`src/rtl/tsi_command_fsm.sv`:
```
// Host command FSM: parses cmd/addr/len words from a 32-bit host stream and runs word-wise memory reads/writes.
// Define TSI_CMD_ERR_EN to add a sticky illegal-command flag on output err.
module tsi_command_fsm #(
  parameter int unsigned ADDR_W = 64,
  parameter int unsigned LEN_W  = 32
) (
  input  logic              clock,
  input  logic              reset,
  input  logic              in_valid,
  output logic              in_ready,
  input  logic [31:0]       in_bits,
  output logic              out_valid,
  input  logic              out_ready,
  output logic [31:0]       out_bits,
  output logic              mem_req_valid,
  input  logic              mem_req_ready,
  output logic              mem_req_write,
  output logic [ADDR_W-1:0] mem_req_addr,
  output logic [31:0]       mem_req_data,
  input  logic              mem_resp_valid,
  input  logic [31:0]       mem_resp_data,
  output logic              busy
`ifdef TSI_CMD_ERR_EN
  ,
  output logic              err
`endif
);

  typedef enum logic [3:0] {
    S_CMD     = 4'd0,
    S_ADDR_LO = 4'd1,
    S_ADDR_HI = 4'd2,
    S_LEN_LO  = 4'd3,
    S_LEN_HI  = 4'd4,
    S_WR_DATA = 4'd5,
    S_WR_REQ  = 4'd6,
    S_WR_ACK  = 4'd7,
    S_RD_REQ  = 4'd8,
    S_RD_RESP = 4'd9,
    S_RD_OUT  = 4'd10
  } state_t;

  state_t            state_q, state_d;
  logic              in_ready_q;
  logic              out_valid_q;
  logic              mem_req_valid_q;
  logic              busy_q;
  logic              cmd_write_q;
  logic [ADDR_W-1:0] addr_q;
  logic [LEN_W-1:0]  cnt_q;
  logic [31:0]       wdata_q;
  logic [31:0]       rdata_q;

  logic accept;
  logic cmd_legal;
  logic word_done;
  logic last_word;

  assign accept    = in_valid & in_ready_q;
  assign cmd_legal = (in_bits[31:1] == 31'd0);
  assign last_word = (cnt_q == '0);
  // A word completes on the write ack or when the host takes the read word.
  assign word_done = ((state_q == S_WR_ACK) & mem_resp_valid) |
                     ((state_q == S_RD_OUT) & out_ready);

  always_comb begin
    state_d = state_q;
    case (state_q)
      S_CMD:     if (accept && cmd_legal) state_d = S_ADDR_LO;
      S_ADDR_LO: if (accept) state_d = S_ADDR_HI;
      S_ADDR_HI: if (accept) state_d = S_LEN_LO;
      S_LEN_LO:  if (accept) state_d = S_LEN_HI;
      S_LEN_HI:  if (accept) state_d = cmd_write_q ? S_WR_DATA : S_RD_REQ;
      S_WR_DATA: if (accept) state_d = S_WR_REQ;
      S_WR_REQ:  if (mem_req_ready) state_d = S_WR_ACK;
      S_WR_ACK:  if (mem_resp_valid) state_d = last_word ? S_CMD : S_WR_DATA;
      S_RD_REQ:  if (mem_req_ready) state_d = S_RD_RESP;
      S_RD_RESP: if (mem_resp_valid) state_d = S_RD_OUT;
      S_RD_OUT:  if (out_ready) state_d = last_word ? S_CMD : S_RD_REQ;
      default:   state_d = S_CMD;
    endcase
  end

  always_ff @(posedge clock) begin
    if (reset) begin
      state_q         <= S_CMD;
      in_ready_q      <= 1'b1;
      out_valid_q     <= 1'b0;
      mem_req_valid_q <= 1'b0;
      busy_q          <= 1'b0;
      cmd_write_q     <= 1'b0;
      addr_q          <= '0;
      cnt_q           <= '0;
      wdata_q         <= '0;
      rdata_q         <= '0;
    end else begin
      state_q         <= state_d;
      // Handshake flags are decoded from the next state so they line up with it.
      in_ready_q      <= state_d inside {S_CMD, S_ADDR_LO, S_ADDR_HI, S_LEN_LO, S_LEN_HI, S_WR_DATA};
      out_valid_q     <= (state_d == S_RD_OUT);
      mem_req_valid_q <= state_d inside {S_WR_REQ, S_RD_REQ};
      busy_q          <= (state_d != S_CMD);

      case (state_q)
        S_CMD:     if (accept && cmd_legal) cmd_write_q <= in_bits[0];
        S_ADDR_LO: if (accept) addr_q <= ADDR_W'(in_bits);
        S_ADDR_HI: if (accept) addr_q <= ADDR_W'({in_bits, 32'(addr_q)});
        S_LEN_LO:  if (accept) cnt_q <= LEN_W'(in_bits);
        S_LEN_HI:  if (accept) cnt_q <= LEN_W'({in_bits, 32'(cnt_q)});
        S_WR_DATA: if (accept) wdata_q <= in_bits;
        S_RD_RESP: if (mem_resp_valid) rdata_q <= mem_resp_data;
        default:   ;
      endcase

      // Address wraps naturally modulo 2^ADDR_W.
      if (word_done) begin
        addr_q <= addr_q + ADDR_W'(4);
        if (!last_word) cnt_q <= cnt_q - LEN_W'(1);
      end
    end
  end

`ifdef TSI_CMD_ERR_EN
  logic err_q;

  // Sticky: only reset clears it.
  always_ff @(posedge clock) begin
    if (reset) begin
      err_q <= 1'b0;
    end else if ((state_q == S_CMD) && accept && !cmd_legal) begin
      err_q <= 1'b1;
    end
  end

  assign err = err_q;
`endif

  assign in_ready      = in_ready_q;
  assign out_valid     = out_valid_q;
  assign out_bits      = rdata_q;
  assign mem_req_valid = mem_req_valid_q;
  assign mem_req_write = cmd_write_q;
  assign mem_req_addr  = addr_q;
  assign mem_req_data  = wdata_q;
  assign busy          = busy_q;

endmodule

```
`config.mk`:
```
export PLATFORM = sky130hd
export DESIGN_NAME = tsi_command_fsm
export DESIGN_NICKNAME = d
export VERILOG_FILES = /design/src/rtl/tsi_command_fsm.sv
export SDC_FILE = /design/constraint.sdc
export NUM_CORES = 1
export LEC_CHECK = 0
export CORE_MARGIN = 5
export CORE_UTILIZATION = 30
export CTS_BUF_LIST = sky130_fd_sc_hd__clkbuf_2
export DETAILED_ROUTE_END_ITERATION = 8
export HOLD_SLACK_MARGIN = 0.03
export PLACE_DENSITY = 0.62
export SLEW_MARGIN = 0
export SYNTH_ARGS = -nofsm -noshare
export SYNTH_HDL_FRONTEND = slang
export SYNTH_SLANG_ARGS = --single-unit
```
`constraint.sdc`:
```
create_clock -name clock -period 3.36 [get_ports clock]
set_input_delay 0.504 -clock clock [delete_from_list [all_inputs] [get_ports clock]]
set_output_delay 0.504 -clock clock [all_outputs]
set_load 0.01 [all_outputs]
```
After elaboration in Yosys (flattened, before gate mapping)
Cells that the tools add are included.
{"block": "classes", "mux": 23, "add_sub_neg": 2, "eq_ne": 21, "bitwise_logic": 4, "reduce_logical": 16}
{"operator": "$mux 64", "n": 3}
{"operator": "$mux 32", "n": 4}
{"operator": "$pmux 64 s2", "n": 1}
{"operator": "$add 64x3->64 const B", "n": 1}
{"operator": "$mux 4", "n": 13}
{"operator": "$pmux 4 s11", "n": 1}
{"operator": "$logic_not 32->1", "n": 1}
{"operator": "$sub 32x1->32 const B", "n": 1}
{"operator": "$logic_not 31->1", "n": 1}
{"operator": "$eq 4x3->1 const B", "n": 7}
{"operator": "$eq 4x4->1 const B", "n": 5}
{"operator": "$eq 4x2->1 const B", "n": 4}
{"operator": "$eq 4x1->1 const B", "n": 2}
{"operator": "$logic_not 4->1", "n": 2}
{"operator": "$ne 3x3->1 const B", "n": 2}
{"operator": "$reduce_and 2->1", "n": 3}
{"operator": "$reduce_and 3->1", "n": 2}
{"operator": "$reduce_bool 2->1", "n": 3}
{"operator": "$reduce_bool 6->1", "n": 1}
{"operator": "$reduce_bool 4->1", "n": 1}
{"operator": "$and 1x1->1", "n": 3}
{"operator": "$mux 3", "n": 1}
{"operator": "$reduce_bool 3->1", "n": 1}
{"operator": "$ne 2x2->1 const B", "n": 1}
{"operator": "other kinds (2)", "n": 2}
{"block": "totals", "output_inout_bits": 133, "input_bits": 70, "regBits": 169, "word_cells": 77}

Logic depth before layout (Yosys ltp)
{"block": "logic_depth", "word_depth": 6, "ltp_mapped": 9, "ltp_nobuf": 7}

Worst setup path before layout
No wires, ideal clock.
{"block": "synth_timing", "path_type": "input to register", "start": "input port out_ready", "end": "register addr_q[42] (netlist: mem_req_addr[42])", "setup_slack_ps": 727, "t_required_ps": 3240, "path_buffers": 1, "setup_ps": 120, "cell_stages": 6, "arrival_time_ps": 2513, "cell_sequence": "nor4bb_1 > o21ai_1 > or4_1 > clkbuf_1 > or4b_2 > nor3b_1"}
{"block": "synth_between", "elab_chain_cells": 4, "elab_cells_between_ends": 7, "cone_classes": "2 x eq/ne; 1 x mux; 2 x bitwise; 2 x reduce/logical"}
{"item": "start: declaration", "line": "13", "rtl": "input logic out_ready,"}
{"item": "$and 1x1->1 *", "line": "64", "rtl": "((state_q == S_RD_OUT) & out_ready);"}
{"item": "$or 1x1->1 *", "line": "63", "rtl": "assign word_done = ((state_q == S_WR_ACK) & mem_resp_valid) |"}
{"item": "$ne 3x3->1 (no source line) or $reduce_bool 3->1 (tied branches)"}
{"item": "$reduce_and 3->1 (no source line)"}
{"item": "end signal: assignment", "line": "106", "rtl": "S_ADDR_LO: if (accept) addr_q <= ADDR_W'(in_bits);"}
{"item": "end signal: assignment", "line": "107", "rtl": "S_ADDR_HI: if (accept) addr_q <= ADDR_W'({in_bits, 32'(addr_q)});"}
{"item": "end signal: assignment", "line": "117", "rtl": "addr_q <= addr_q + ADDR_W'(4);"}
{"item": "end: declaration", "line": "49", "rtl": "logic [ADDR_W-1:0] addr_q;"}
Mark *: on every way between the ends. The rest lies on a longest branch, timed or not.
A chain may end at the register's enable or synchronous reset.

Final worst setup path
{"block": "layout_timing", "start": "register cnt_q[9]", "end": "register cnt_q[13]"}
{"block": "layout_between", "elab_chain_cells": 3, "elab_cells_between_ends": 4, "cone_classes": "1 x add/sub; 2 x mux; 1 x reduce/logical"}
{"item": "start: declaration", "line": "50", "rtl": "logic [LEN_W-1:0] cnt_q;"}
{"item": "start signal: assignment", "line": "108", "rtl": "S_LEN_LO: if (accept) cnt_q <= LEN_W'(in_bits);"}
{"item": "start signal: assignment", "line": "109", "rtl": "S_LEN_HI: if (accept) cnt_q <= LEN_W'({in_bits, 32'(cnt_q)});"}
{"item": "start signal: assignment", "line": "118", "rtl": "if (!last_word) cnt_q <= cnt_q - LEN_W'(1);"}
{"item": "$sub 32x1->32 or $logic_not 32->1 (tied branches)", "line": "118, 61"}
{"item": "$mux 32 *", "line": "118"}
{"item": "$mux 32 *", "line": "116", "rtl": "if (word_done) begin"}
Marks and branches as above.

==> flow_summary.toml <==
[synthesis]
async_flop_share = 0
synth_top_area_frac = 0.380
synthesis.area_um2 = 8900
ys_warn_count = 0
post_synth_most_frequent_cells = "225 x nand2_1, 169 x dfxtp_1, 133 x a21oi_1"
synthCells = 1174
yosysTopAreaCell = "dfxtp_1"
synth_nets = 1246
ys.flop_type = "dfxtp_1"
syn_avg_cell_area_um2 = 7.58
synth-seq-cells = 169
yosysSeqAreaShare = 0.380
synth.distinct_cells = 70
yosys-top-cells-area = "dfxtp_1 38%, nand2_1 9.5%, a21oi_1 7.5%"
synth_most_common_cell = "nand2_1"
synth_edf_count = 0

[place]
port-buffer-count = 202
dpl.hpwl_um = 27300
pre_cts_slack_ns = 0.347
gp_congestion = 0.967

[clock_network]
holdBufCountCts = 0
cts_buffer_depth = 2
cts_tree = "done"
htree_levels = 4
path_clk_slew_ns = 0.27
cts.repair.resized = 0
cts-buffers-inserted = 17
cts_sinks = 169
clkLatencyLatePin_ns = 0.79
cts_setup_buffers = 0
cts-root-buf = "clkbuf_2"

[die]
fp.coreArea_um2 = 29500
rows = 63
dieArea_um2 = 33200
start_util = 0.302
die_x_um = 182
dieHeight_um = 182
pin_count = 203

[timing]
clock_skew_ns = 0.0629
finalSetupTns_ns = 0
period_minus_slack_ns = 2.78
max_clock_freq_ghz = 0.360
finalCritPeriodShare = 0.826
slew_headroom = 0.387
worstMarginPinSlew_ns = 0.920
rsz0062_at_grt = "no"
hold_violations = 0
whs_ns = 0.229
drv_slew = 0
setup_ws_ns = 0.585
setup_viol = 0

[setup_path]
critPathArrivalTime_ns = 3.48
cpMaxStageDelayCell = "o311ai_1"
cp_num_buf_inv = 0
required_ns = 4.07
cp-end-kind = "flop"
crit_type = "flop to flop"
worst-path-max-fanout = 7
crit_chain = "or4_1, or4_4, o311ai_1, o211ai_1, a31oi_1"
slowest_delay_ns = 0.71
critPathTopFamily = "simple AND/OR/NAND/NOR gates"
critPathLaunchType = "flop"

[worst_hold_path]
hold_path_class = "input port to flop"

[detailed_routing]
postRouteWirelength_um = 38100
wire_per_inst_um = 21.4
vias = 10400
dr.pass1.iters = 5
ant_nets = 0
via_per_inst = 5.88
drc = 0
drt_iter0_drc = 1127

[pwr]
p_leak_nw = 3.66
seq_power_share = 0.591
p_sw_mw = 0.941
ir_drop_mv = 0.153
p_comb_frac = 0.075
internal_power_mw = 2.46
p_per_area_nw_per_um2 = 287
sw_frac_of_total = 0.277
pwr-share-clk = 0.334

[cells_and_area]
syn_to_final_growth_pct = 33.1
fin_nets = 1446
final_util = 0.402
drive_gt1_frac = 0.0924

[flow_run]
max_cap_violations = 0

[grt]
antenna_found_initial = 1
globalRouteTotalUtil = 0.220
grt_overflow_total = 0
grt_max_degree = 104
grt_pass1_wl_um = 57800
grt_pass1_vias = 9670

[run_status]
status = "finished, final reports clean"
## cells by family (layout without fill, tap and decap cells)
| logic type | count (synthesis) | after routing | synth area share |
|---|---|---|---|
| compound gates | 344 | 344 | 0.253 |
| xor+xnor | 6 | 6 | 0.00590 |
| other cells | 0 | 2 | 0 |
| mux | 8 | 8 | 0.00970 |
| fa+ha+maj | 2 | 2 | 0.00281 |
| flops | 169 | 169 | 0.380 |
| simple gates | 545 | 545 | 0.305 |
| buf+inv | 100 | 311 | 0.0434 |
## power groups by stage
| stage | Combinational (mW) | Sequential (mW) | Clock (mW) |
|---|---|---|---|
| finish | 0.255 | 2.01 | 1.13 |
| global route | 0.261 | 2.01 | 1.24 |
| CTS | 0.250 | 2.01 | 1.17 |
| detailed placement | 0.249 | 2.05 | 0 |
| global placement | 0.250 | 2.05 | 0 |
| floorplan | 0.0464 | 2.05 | 0 |
## area by class of cell
cell class | instances | area [um^2]
fill | 3039 | 17600
multi-input combinational | 905 | 5160
sequential | 169 | 3380
timing repair buffer | 265 | 2520
tap | 390 | 488
clock inverter | 13 | 145
clock buffer | 17 | 85.1
inverter | 16 | 60.1
antenna | 2 | 5.00
## layer usage
metal,vias to the layer above,track usage,wire [um]
li1,4824,-,-
met1,4963,0.292,15600
met2,565,0.341,17000
met3,93,0.0596,3860
met4,0,0.0850,1610
met5,-,0,0
## worst min-delay path: stages
cell and delay (ns):
clkdlybuf4s50_1 0.39, nand2_1 0.05, a21oi_1 0.05
## placed cells by master (no fill, tap or decap), drive strengths merged, types with 6 or more instances in the layout
cell,netlist,final
nand4,40,40
nand2b,7,7
or3,16,16
a31oi,39,39
nor4,36,36
and3,12,12
nand3,51,51
clkbuf,78,17
nor2,53,53
inv,15,19
and4,14,14
a211oi,7,7
or2,7,7
dfxtp,169,169
o211ai,23,23
and2,10,10
nor3,39,39
or4,14,14
o311ai,14,14
a32oi,16,16
clkdlybuf4s50,0,201
a21oi,133,133
a22oi,19,19
o2111ai,6,6
o31ai,6,6
buf,6,64
o21ai,27,27
nand2,225,225
a31o,7,7
a221oi,10,10
## per-stage QoR
stage          cells  total power, mW  instance area [um^2]
6_report        1777             3.40                 11800
5_1_grt         1777             3.52                 11800
4_1_cts         1775             3.43                 11800
3_5_place_dp    1745             2.30                 11600
3_3_place_gp    1745             2.30                 11600
2_1_floorplan   1174             2.09                  8900
## registers in the layout, indices dropped and copies added (netlist names)
register	flops
state_q	4
mem_req_data	32
mem_req_valid	1
out_bits	32
out_valid	1
cnt_q	32
in_ready	1
busy	1
mem_req_addr	64
mem_req_write	1
## path summary, 6_finish.rpt
check	from	end	slack, ns	cells past startpoint
hold / removal	mem_resp_data[9]	out_bits[9]	0.23	3
setup / recovery	cnt_q[9]	cnt_q[13]	0.58	5
hold reg to reg	mem_req_data[4]	mem_req_data[4]	0.47	2
setup reg to reg	cnt_q[9]	cnt_q[13]	0.58	5
Power figures use the tool's default switching activity.
